File: config.mk
export PLATFORM = sky130hd
export DESIGN_NAME = multicycle_controller
export DESIGN_NICKNAME = d
export VERILOG_FILES = /design/src/rtl/multicycle_controller.sv
export SDC_FILE = /design/constraint.sdc
export NUM_CORES = 1
export LEC_CHECK = 0
export BUFFER_PORTS_ARGS = -buffer_cell sky130_fd_sc_hd__buf_2
export CAP_MARGIN = 10
export CORE_ASPECT_RATIO = 0.8
export CORE_UTILIZATION = 30
export CTS_CLUSTER_DIAMETER = 30
export DETAILED_ROUTE_END_ITERATION = 10
export PLACE_DENSITY = 0.68
export SETUP_SLACK_MARGIN = 0.4
export SLEW_MARGIN = 10
export SYNTH_ARGS = -nofsm -noshare
export SYNTH_HDL_FRONTEND = slang
export SYNTH_SLANG_ARGS = --single-unit
File: constraint.sdc
create_clock -name clk -period 1.57 [get_ports clk]
set_input_delay 0.2355 -clock clk [delete_from_list [all_inputs] [get_ports clk]]
set_output_delay 0.2355 -clock clk [all_outputs]
set_load 0.005 [all_outputs]
File: src/rtl/multicycle_controller.sv
// Multi-cycle RV32I controller: Moore FSM driving datapath muxes/enables, unified memory port.
// Latency: lw 5, sw 4, R/I/lui/auipc/jal 4, branch 3, jalr 5 cycles with memory always ready.
// Backpressure: FETCH/MEMREAD/MEMWRITE stall on mem_ready=0; other states ignore it.
module multicycle_controller #(
    parameter bit USE_MEM_READY = 1'b1,
    parameter bit SUPPORT_JALR  = 1'b1,
    parameter bit TRAP_ILLEGAL  = 1'b1
) (
    input  logic       clk,
    input  logic       reset,
    input  logic [6:0] OPcode,
    input  logic [2:0] Funct3,
    input  logic [6:0] Funct7,
    input  logic       Zero,
    input  logic       LtS,
    input  logic       LtU,
    input  logic       mem_ready,
    output logic       PCWrite,
    output logic       AdrSrc,
    output logic       MemWrite,
    output logic       IRWrite,
    output logic [1:0] ResultSrc,
    output logic [1:0] ALUSrcA,
    output logic [1:0] ALUSrcB,
    output logic [3:0] ALUControl,
    output logic [2:0] ImmSrc,
    output logic       RegWrite,
    output logic       instr_done,
    output logic       illegal
);

    localparam logic [6:0] OP_LOAD   = 7'b0000011;
    localparam logic [6:0] OP_STORE  = 7'b0100011;
    localparam logic [6:0] OP_R      = 7'b0110011;
    localparam logic [6:0] OP_I      = 7'b0010011;
    localparam logic [6:0] OP_BRANCH = 7'b1100011;
    localparam logic [6:0] OP_JAL    = 7'b1101111;
    localparam logic [6:0] OP_JALR   = 7'b1100111;
    localparam logic [6:0] OP_LUI    = 7'b0110111;
    localparam logic [6:0] OP_AUIPC  = 7'b0010111;

    typedef enum logic [3:0] {
        S_FETCH, S_DECODE, S_MEMADR, S_MEMREAD, S_MEMWB, S_MEMWRITE,
        S_EXECR, S_EXECI, S_ALUWB, S_BRANCH, S_JAL, S_JALR, S_JLINK,
        S_LUI, S_AUIPC, S_ILLEGAL
    } state_t;

    // Where a bad instruction goes: sticky trap, or silently back to fetch.
    localparam state_t S_FAULT = TRAP_ILLEGAL ? S_ILLEGAL : S_FETCH;

    state_t     state_q, state_d;
    logic       mem_rdy;
    logic [1:0] alu_op;
    logic       pc_write_raw, mem_write_raw, ir_write_raw, reg_write_raw;
    logic       done_raw, illegal_raw;
    logic       take;
    logic       is_rtype;
    logic       unused_funct7;

    assign mem_rdy       = USE_MEM_READY ? mem_ready : 1'b1;
    assign is_rtype      = (OPcode == OP_R);
    assign unused_funct7 = ^{Funct7[6], Funct7[4:0]};

    // State register; reset aborts any instruction in flight.
    always_ff @(posedge clk or negedge reset) begin
        if (!reset) state_q <= S_FETCH;
        else        state_q <= state_d;
    end

    // Branch condition from Funct3 and the ALU compare flags.
    always_comb begin
        take = 1'b0;
        case (Funct3)
            3'b000:  take = Zero;
            3'b001:  take = ~Zero;
            3'b100:  take = LtS;
            3'b101:  take = ~LtS;
            3'b110:  take = LtU;
            3'b111:  take = ~LtU;
            default: take = 1'b0;
        endcase
    end

    // Immediate format depends only on the opcode, in every state.
    always_comb begin
        ImmSrc = 3'b000;
        case (OPcode)
            OP_STORE:         ImmSrc = 3'b001;
            OP_BRANCH:        ImmSrc = 3'b010;
            OP_JAL:           ImmSrc = 3'b011;
            OP_LUI, OP_AUIPC: ImmSrc = 3'b100;
            default:          ImmSrc = 3'b000;
        endcase
    end

    // Next-state and per-state datapath controls.
    always_comb begin
        state_d       = state_q;
        AdrSrc        = 1'b0;
        ResultSrc     = 2'b00;
        ALUSrcA       = 2'b00;
        ALUSrcB       = 2'b00;
        alu_op        = 2'b00;
        pc_write_raw  = 1'b0;
        mem_write_raw = 1'b0;
        ir_write_raw  = 1'b0;
        reg_write_raw = 1'b0;
        done_raw      = 1'b0;
        illegal_raw   = 1'b0;
        case (state_q)
            S_FETCH: begin
                ALUSrcB      = 2'b10;
                ResultSrc    = 2'b10;
                ir_write_raw = mem_rdy;
                pc_write_raw = mem_rdy;
                if (mem_rdy) state_d = S_DECODE;
            end
            S_DECODE: begin
                ALUSrcA = 2'b01;
                ALUSrcB = 2'b01;
                case (OPcode)
                    OP_LOAD, OP_STORE: state_d = S_MEMADR;
                    OP_R:              state_d = S_EXECR;
                    OP_I:              state_d = S_EXECI;
                    OP_BRANCH:         state_d = S_BRANCH;
                    OP_JAL:            state_d = S_JAL;
                    OP_JALR:           state_d = SUPPORT_JALR ? S_JALR : S_FAULT;
                    OP_LUI:            state_d = S_LUI;
                    OP_AUIPC:          state_d = S_AUIPC;
                    default:           state_d = S_FAULT;
                endcase
            end
            S_MEMADR: begin
                ALUSrcA = 2'b10;
                ALUSrcB = 2'b01;
                state_d = OPcode[5] ? S_MEMWRITE : S_MEMREAD;
            end
            S_MEMREAD: begin
                AdrSrc = 1'b1;
                if (mem_rdy) state_d = S_MEMWB;
            end
            S_MEMWB: begin
                ResultSrc     = 2'b01;
                reg_write_raw = 1'b1;
                done_raw      = 1'b1;
                state_d       = S_FETCH;
            end
            S_MEMWRITE: begin
                AdrSrc        = 1'b1;
                mem_write_raw = 1'b1;
                done_raw      = mem_rdy;
                if (mem_rdy) state_d = S_FETCH;
            end
            S_EXECR: begin
                ALUSrcA = 2'b10;
                ALUSrcB = 2'b00;
                alu_op  = 2'b10;
                state_d = S_ALUWB;
            end
            S_EXECI: begin
                ALUSrcA = 2'b10;
                ALUSrcB = 2'b01;
                alu_op  = 2'b10;
                state_d = S_ALUWB;
            end
            S_ALUWB: begin
                reg_write_raw = 1'b1;
                done_raw      = 1'b1;
                state_d       = S_FETCH;
            end
            S_BRANCH: begin
                ALUSrcA = 2'b10;
                alu_op  = 2'b01;
                if (Funct3 == 3'b010 || Funct3 == 3'b011) begin
                    state_d = S_FAULT;
                end else begin
                    pc_write_raw = take;
                    done_raw     = 1'b1;
                    state_d      = S_FETCH;
                end
            end
            S_JAL: begin
                ALUSrcA      = 2'b01;
                ALUSrcB      = 2'b10;
                pc_write_raw = 1'b1;
                state_d      = S_ALUWB;
            end
            // Target goes straight to PC through ResultSrc=10; datapath clears bit 0.
            S_JALR: begin
                ALUSrcA      = 2'b10;
                ALUSrcB      = 2'b01;
                ResultSrc    = 2'b10;
                pc_write_raw = 1'b1;
                state_d      = S_JLINK;
            end
            S_JLINK: begin
                ALUSrcA = 2'b01;
                ALUSrcB = 2'b10;
                state_d = S_ALUWB;
            end
            S_LUI: begin
                ALUSrcA = 2'b11;
                ALUSrcB = 2'b01;
                state_d = S_ALUWB;
            end
            S_AUIPC: begin
                ALUSrcA = 2'b01;
                ALUSrcB = 2'b01;
                state_d = S_ALUWB;
            end
            S_ILLEGAL: begin
                illegal_raw = 1'b1;
            end
            default: state_d = S_FETCH;
        endcase
    end

    // ALU operation decode; funct7[5] selects sub/sra, but never turns addi into sub.
    always_comb begin
        ALUControl = 4'b0000;
        case (alu_op)
            2'b01: ALUControl = 4'b1000;
            2'b10: begin
                if (!is_rtype && Funct3 == 3'b000)
                    ALUControl = 4'b0000;
                else
                    ALUControl = {Funct7[5] & (is_rtype | (Funct3 == 3'b101)), Funct3};
            end
            default: ALUControl = 4'b0000;
        endcase
    end

    // Enables are suppressed combinationally while reset is held low.
    always_comb begin
        PCWrite    = pc_write_raw  & reset;
        MemWrite   = mem_write_raw & reset;
        IRWrite    = ir_write_raw  & reset;
        RegWrite   = reg_write_raw & reset;
        instr_done = done_raw      & reset;
        illegal    = illegal_raw   & reset;
    end

endmodule

Yosys cells after proc, flatten, opt, wreduce, memory -nomap -nowiden
Index checks and enable logic that the tools add are counted.
{"block": "word_totals", "mem_count": 0, "mem_bits_ro": 0, "latch_bits": 0, "out_inout_bits": 20, "regBits": 4, "input_bits": 23, "mem_bits_rw": 0}
{"block": "op_classes", "magnitude_cmp": 0, "shifts": 0, "mux": 24, "n_eq_ne": 36, "n_mul": 0, "div": 0, "bitwise": 11, "n_addsub": 0, "n_reduce_logical": 19}
{"op": "4-bit case mux with 9 select lines", "count": 1}
{"op": "4-bit equality test, second input constant", "count": 8}
{"op": "4-bit case mux with 8 select lines", "count": 1}
{"op": "7-bit by 6-bit equality test with 1-bit output, second input constant", "count": 3}
{"op": "7-bit equality test, second input constant", "count": 3}
{"op": "4-bit two-way mux", "count": 5}
{"op": "4-bit by 3-bit equality test with 1-bit output, second input constant", "count": 4}
{"op": "7-bit by 5-bit equality test with 1-bit output, second input constant", "count": 2}
{"op": "2-bit OR reduction", "count": 7}
{"op": "3-bit equality test, second input constant", "count": 4}
{"op": "2-bit case mux with 2 select lines", "count": 3}
{"op": "3-bit case mux with 4 select lines", "count": 1}
{"op": "6-bit OR reduction", "count": 2}
{"op": "9-bit nonzero test", "count": 1}
{"op": "4-bit by 2-bit equality test with 1-bit output, second input constant", "count": 2}
{"op": "4-bit case mux with 2 select lines", "count": 1}
{"op": "1-bit bitwise AND", "count": 7}
{"op": "7-bit by 2-bit equality test with 1-bit output, second input constant", "count": 1}
{"op": "1-bit two-way mux", "count": 7}
{"op": "3-bit by 2-bit equality test with 1-bit output, second input constant", "count": 2}
{"op": "2-bit != test, second input constant", "count": 3}
{"op": "1-bit case mux with 3 select lines", "count": 2}
{"op": "1-bit case mux with 6 select lines", "count": 1}
{"op": "2-bit case mux with 3 select lines", "count": 1}
{"op": "other kinds (16)", "count": 18}

Logic depth before layout (Yosys ltp)
{"block": "logic_depth", "word_depth": 5, "depth_mapped": 7, "depth_no_buf": 6}

Least setup slack after synthesis
Ideal clock, no wire load.
{"block": "synth_timing", "path_kind": "reg-to-output", "startpoint": "register state_q[1]", "endpoint": "output ALUControl[1]", "stages_incl_launch_ff": 6, "arrival_time_ns": 1.407, "path_slack_ns": -0.073, "path_buffers": 2, "t_required_ns": 1.334, "path_cell_list": "dfrtp_1 -> buf_2 -> buf_2 -> and2_1 -> ha_1 -> nor3b_1"}
{"block": "synth_via", "elab_chain_len": 5, "elab_cells_between_ends": 8, "classes_between": "eq/ne: 5; mux: 2; reduce/logical: 1"}
{"element": "from (decl)", "line": "51", "source": "state_t state_q, state_d;"}
{"element": "from (signal assigned)", "line": "67", "source": "else state_q <= state_d;"}
{"element": "4-bit by 3-bit equality test with 1-bit output", "line": "110", "source": "case (state_q)"}
{"element": "2-bit OR reduction (no source line)"}
{"element": "2-bit case mux with 2 select lines (*)", "line": "110"}
{"element": "2-bit equality test or 2-bit by 1-bit equality test with 1-bit output (tied branches)", "line": "221", "source": "case (alu_op)"}
{"element": "4-bit case mux with 2 select lines (*)", "line": "221"}
{"element": "to (decl)", "line": "25", "source": "output logic [3:0] ALUControl,"}
Every way passes the cells marked *; elsewhere a longest branch is shown, timed or not.

Worst setup path in the final report
{"block": "layout_timing", "startpoint": "register state_q[2]", "endpoint": "output ALUControl[2]"}
Same word-level chain as after synthesis.

==> impl_metrics.ini <==
[status]
run_status = finished, violations left
failed_checks = negative setup slack

[timing]
setup_viol = 16
max_freq_mhz = 555.0
worstMarginPinSlew_ns = 0.3916
finalCritPeriodShare = 1.148
skew_ns = 0.01035
rsz0062_at_grt = yes
tns_ns = -2.380
whs_ns = 0.2976
setup_slack_ns = -0.2319
slew_violations = 0
fin_crit_ns = 1.802
relSlewSlack = 0.7365
finalHoldViolations = 0

[clock_network]
root_buffer = clkbuf_4
htree_levels = 1
clk_latency_ns = 0.25
cts_tree = done
clk_path_buf_depth = 2
clk_pin_slew_worst_paths_ns = 0.05
clock-sinks = 4
numCtsBuffers = 3

[placed_design]
postPlaceCellArea_um2 = 1190
hpwlAfterDp_um = 2034
pre_cts_ws_ns = 0.03827
place.gp.congestion = 0.8607
port-buffer-count = 36
place_inst = 201

[worst_setup_path]
worst_setup_path_end_kind = primary output
crit_chain = and2b_1, nand2_2, ha_4, and3b_1, buf_2
rrSetupSlack_ns = -0.08
rr_startpoint = state_q[0]
cp-startpoint = state_q[2]
cp_slowest_cell = dfrtp_1
cpPeakStageDelay_ns = 0.41
rr_endpoint = state_q[1]
path_class = flip-flop to primary output
endpoint = ALUControl[2]
arrival_ns = 1.57
start_kind = flip-flop
reg2regPathDepth = 8
crit_required_ns = 1.33
crit_path_max_fanout = 5

[pwr]
power_frac_clock = 0.065
sw_frac_of_total = 0.4580
p_seq_frac = 0.093
p_per_area_nw_per_um2 = 1405
switching_power_mw = 1.072
irDropWorstVdd_v = 0.0006847
combinationalPowerShare = 0.842
intPower_mw = 1.268
power_mw = 2.340
p_leak_nw = 0.7620

[floorplan]
dieArea_um2 = 3149
rows = 17
io_pins = 43
core_area_um2 = 2765
die_w_um = 62.50
start_util = 0.3176
fp.dieH_um = 50.40

[route]
wl_um = 3767
first_pass_iters = 4
post_drt_wl_per_cell_um = 16.59
drc = 0
antenna_left = 0
num_vias = 1231
drtIter0Drc = 58
viasPerCell = 5.423

[synthesis]
ys.flop_type = dfrtp_1
syn_inst = 124
ys_types = 46
yosysWarnings = 0
synth-seq-area-share = 0.1140
synth.avg_cell_area_um2 = 7.083
synth-edff-count = 0
syn_nets = 149
yosys_register_bits = 4
synthesis.area_um2 = 878.3
async_reset_ff_frac = 1.000

[layout]
layout_common_cells = buf_2 (31), buf_4 (22), buf_6 (14), nand2b_1 (8), nor2_1 (7)
fin_nets = 215
area_growth_pct = 89.60
final_area_um2 = 1665
antenna_cells = 0
fin_cells = 227
final_util = 0.6023
largest_reg_flops = 4
drive_gt1_frac = 0.6243
final_common_cell = buf_2
top_regs = state_q x4
largest_register = state_q

[run]
cap_violations = 0

[global_route]
antenna_found_initial = 0
grt_usage = 0.2016
grt_pass1_wl_um = 4905
overflow = 0
grt_pass1_vias = 1053
grt_max_degree = 17

[hold_path]
hold_class = input port to flip-flop
min_from = OPcode[2]
[repair_timing]
action,in CTS,in global routing
hold endpoints to repair,4,0
pin swaps,10,11
hold buffers,1,0
setup endpoints to repair,23,24
resized for setup,42,23
buffers inserted,12,9
[metal layers]
metal | vias up | GRT usage | share of wire
met5 | - | 0 | 0
met2 | 55 | 0.3406 | 0.50
met1 | 590 | 0.2538 | 0.41
li1 | 578 | - | -
met3 | 8 | 0.04318 | 0.062
met4 | 0 | 0.06977 | 0.027
[kinds of logic (layout without fill, tap and decap cells)]
logic type	Yosys count	in the layout	share of synthesized area
and+or+nand+nor	68	68	0.4701
AOI/OAI and AO/OA	27	27	0.2080
buffers and inverters	16	81	0.1011
muxes	4	4	0.04843
DFF	4	4	0.1140
xor gates and xnor gates	3	3	0.02992
adders and majority gates	2	2	0.02849
[power groups by stage]
stage          registers, mW  clock network, mW  logic, mW
2_1_floorplan          0.190                  0      0.916
3_3_place_gp           0.195                  0       1.21
3_5_place_dp           0.198                  0       1.24
4_1_cts                0.212              0.155       1.68
5_1_grt                0.221              0.168       2.08
6_report               0.218              0.152       1.97
[worst min path at each step]
stage | endpoint | slack [ns] | depth (start not counted)
2_1_floorplan | state_q[0] | -0.06 | 0
3_3_place_gp | state_q[1] | 0.06 | 1
3_5_place_dp | state_q[1] | 0.06 | 1
4_1_cts | state_q[3] | 0.27 | 3
5_1_grt | state_q[3] | 0.29 | 3
6_report | state_q[3] | 0.30 | 3
[cell type report]
cell class	count	area, um^2
clock buffer	4	26.28
sequential	4	102.6
inverter	6	35.03
timing repair buffer	71	543.0
tap	38	47.55
fill	239	1100
multi-input combinational	104	910.9
[synthesized netlist by cell type (2+ instances only)]
cell	number	area [um^2]
nand2_1	9	33.78
mux2i_1	2	20.02
o31ai_1	3	22.52
inv_2	2	7.510
and2_1	3	18.77
ha_1	2	25.02
nand3_1	6	30.03
nor4b_1	2	17.52
dfrtp_1	4	100.1
nor4_1	3	18.77
o21ai_1	5	25.02
and3_1	5	31.28
nor3b_1	2	15.01
and3b_1	2	17.52
nor3_1	4	20.02
buf_2	5	25.02
buf_6	2	22.52
a21oi_1	5	25.02
xor2_1	2	17.52
buf_4	2	15.01
inv_1	4	15.01
o21ai_0	3	15.01
nand2b_1	10	62.56
nor2b_1	6	37.54
nor2_1	10	37.54
[worst max-delay path, delay by kind of cell, from the launching register on]
kind / cells / cell delay, ns
fa+ha+maj: 1 / 0.29
buf+inv: 1 / 0.12
flops: 1 / 0.41
simple gates: 3 / 0.49
No activity file was read; power rests on OpenSTA's default activity.
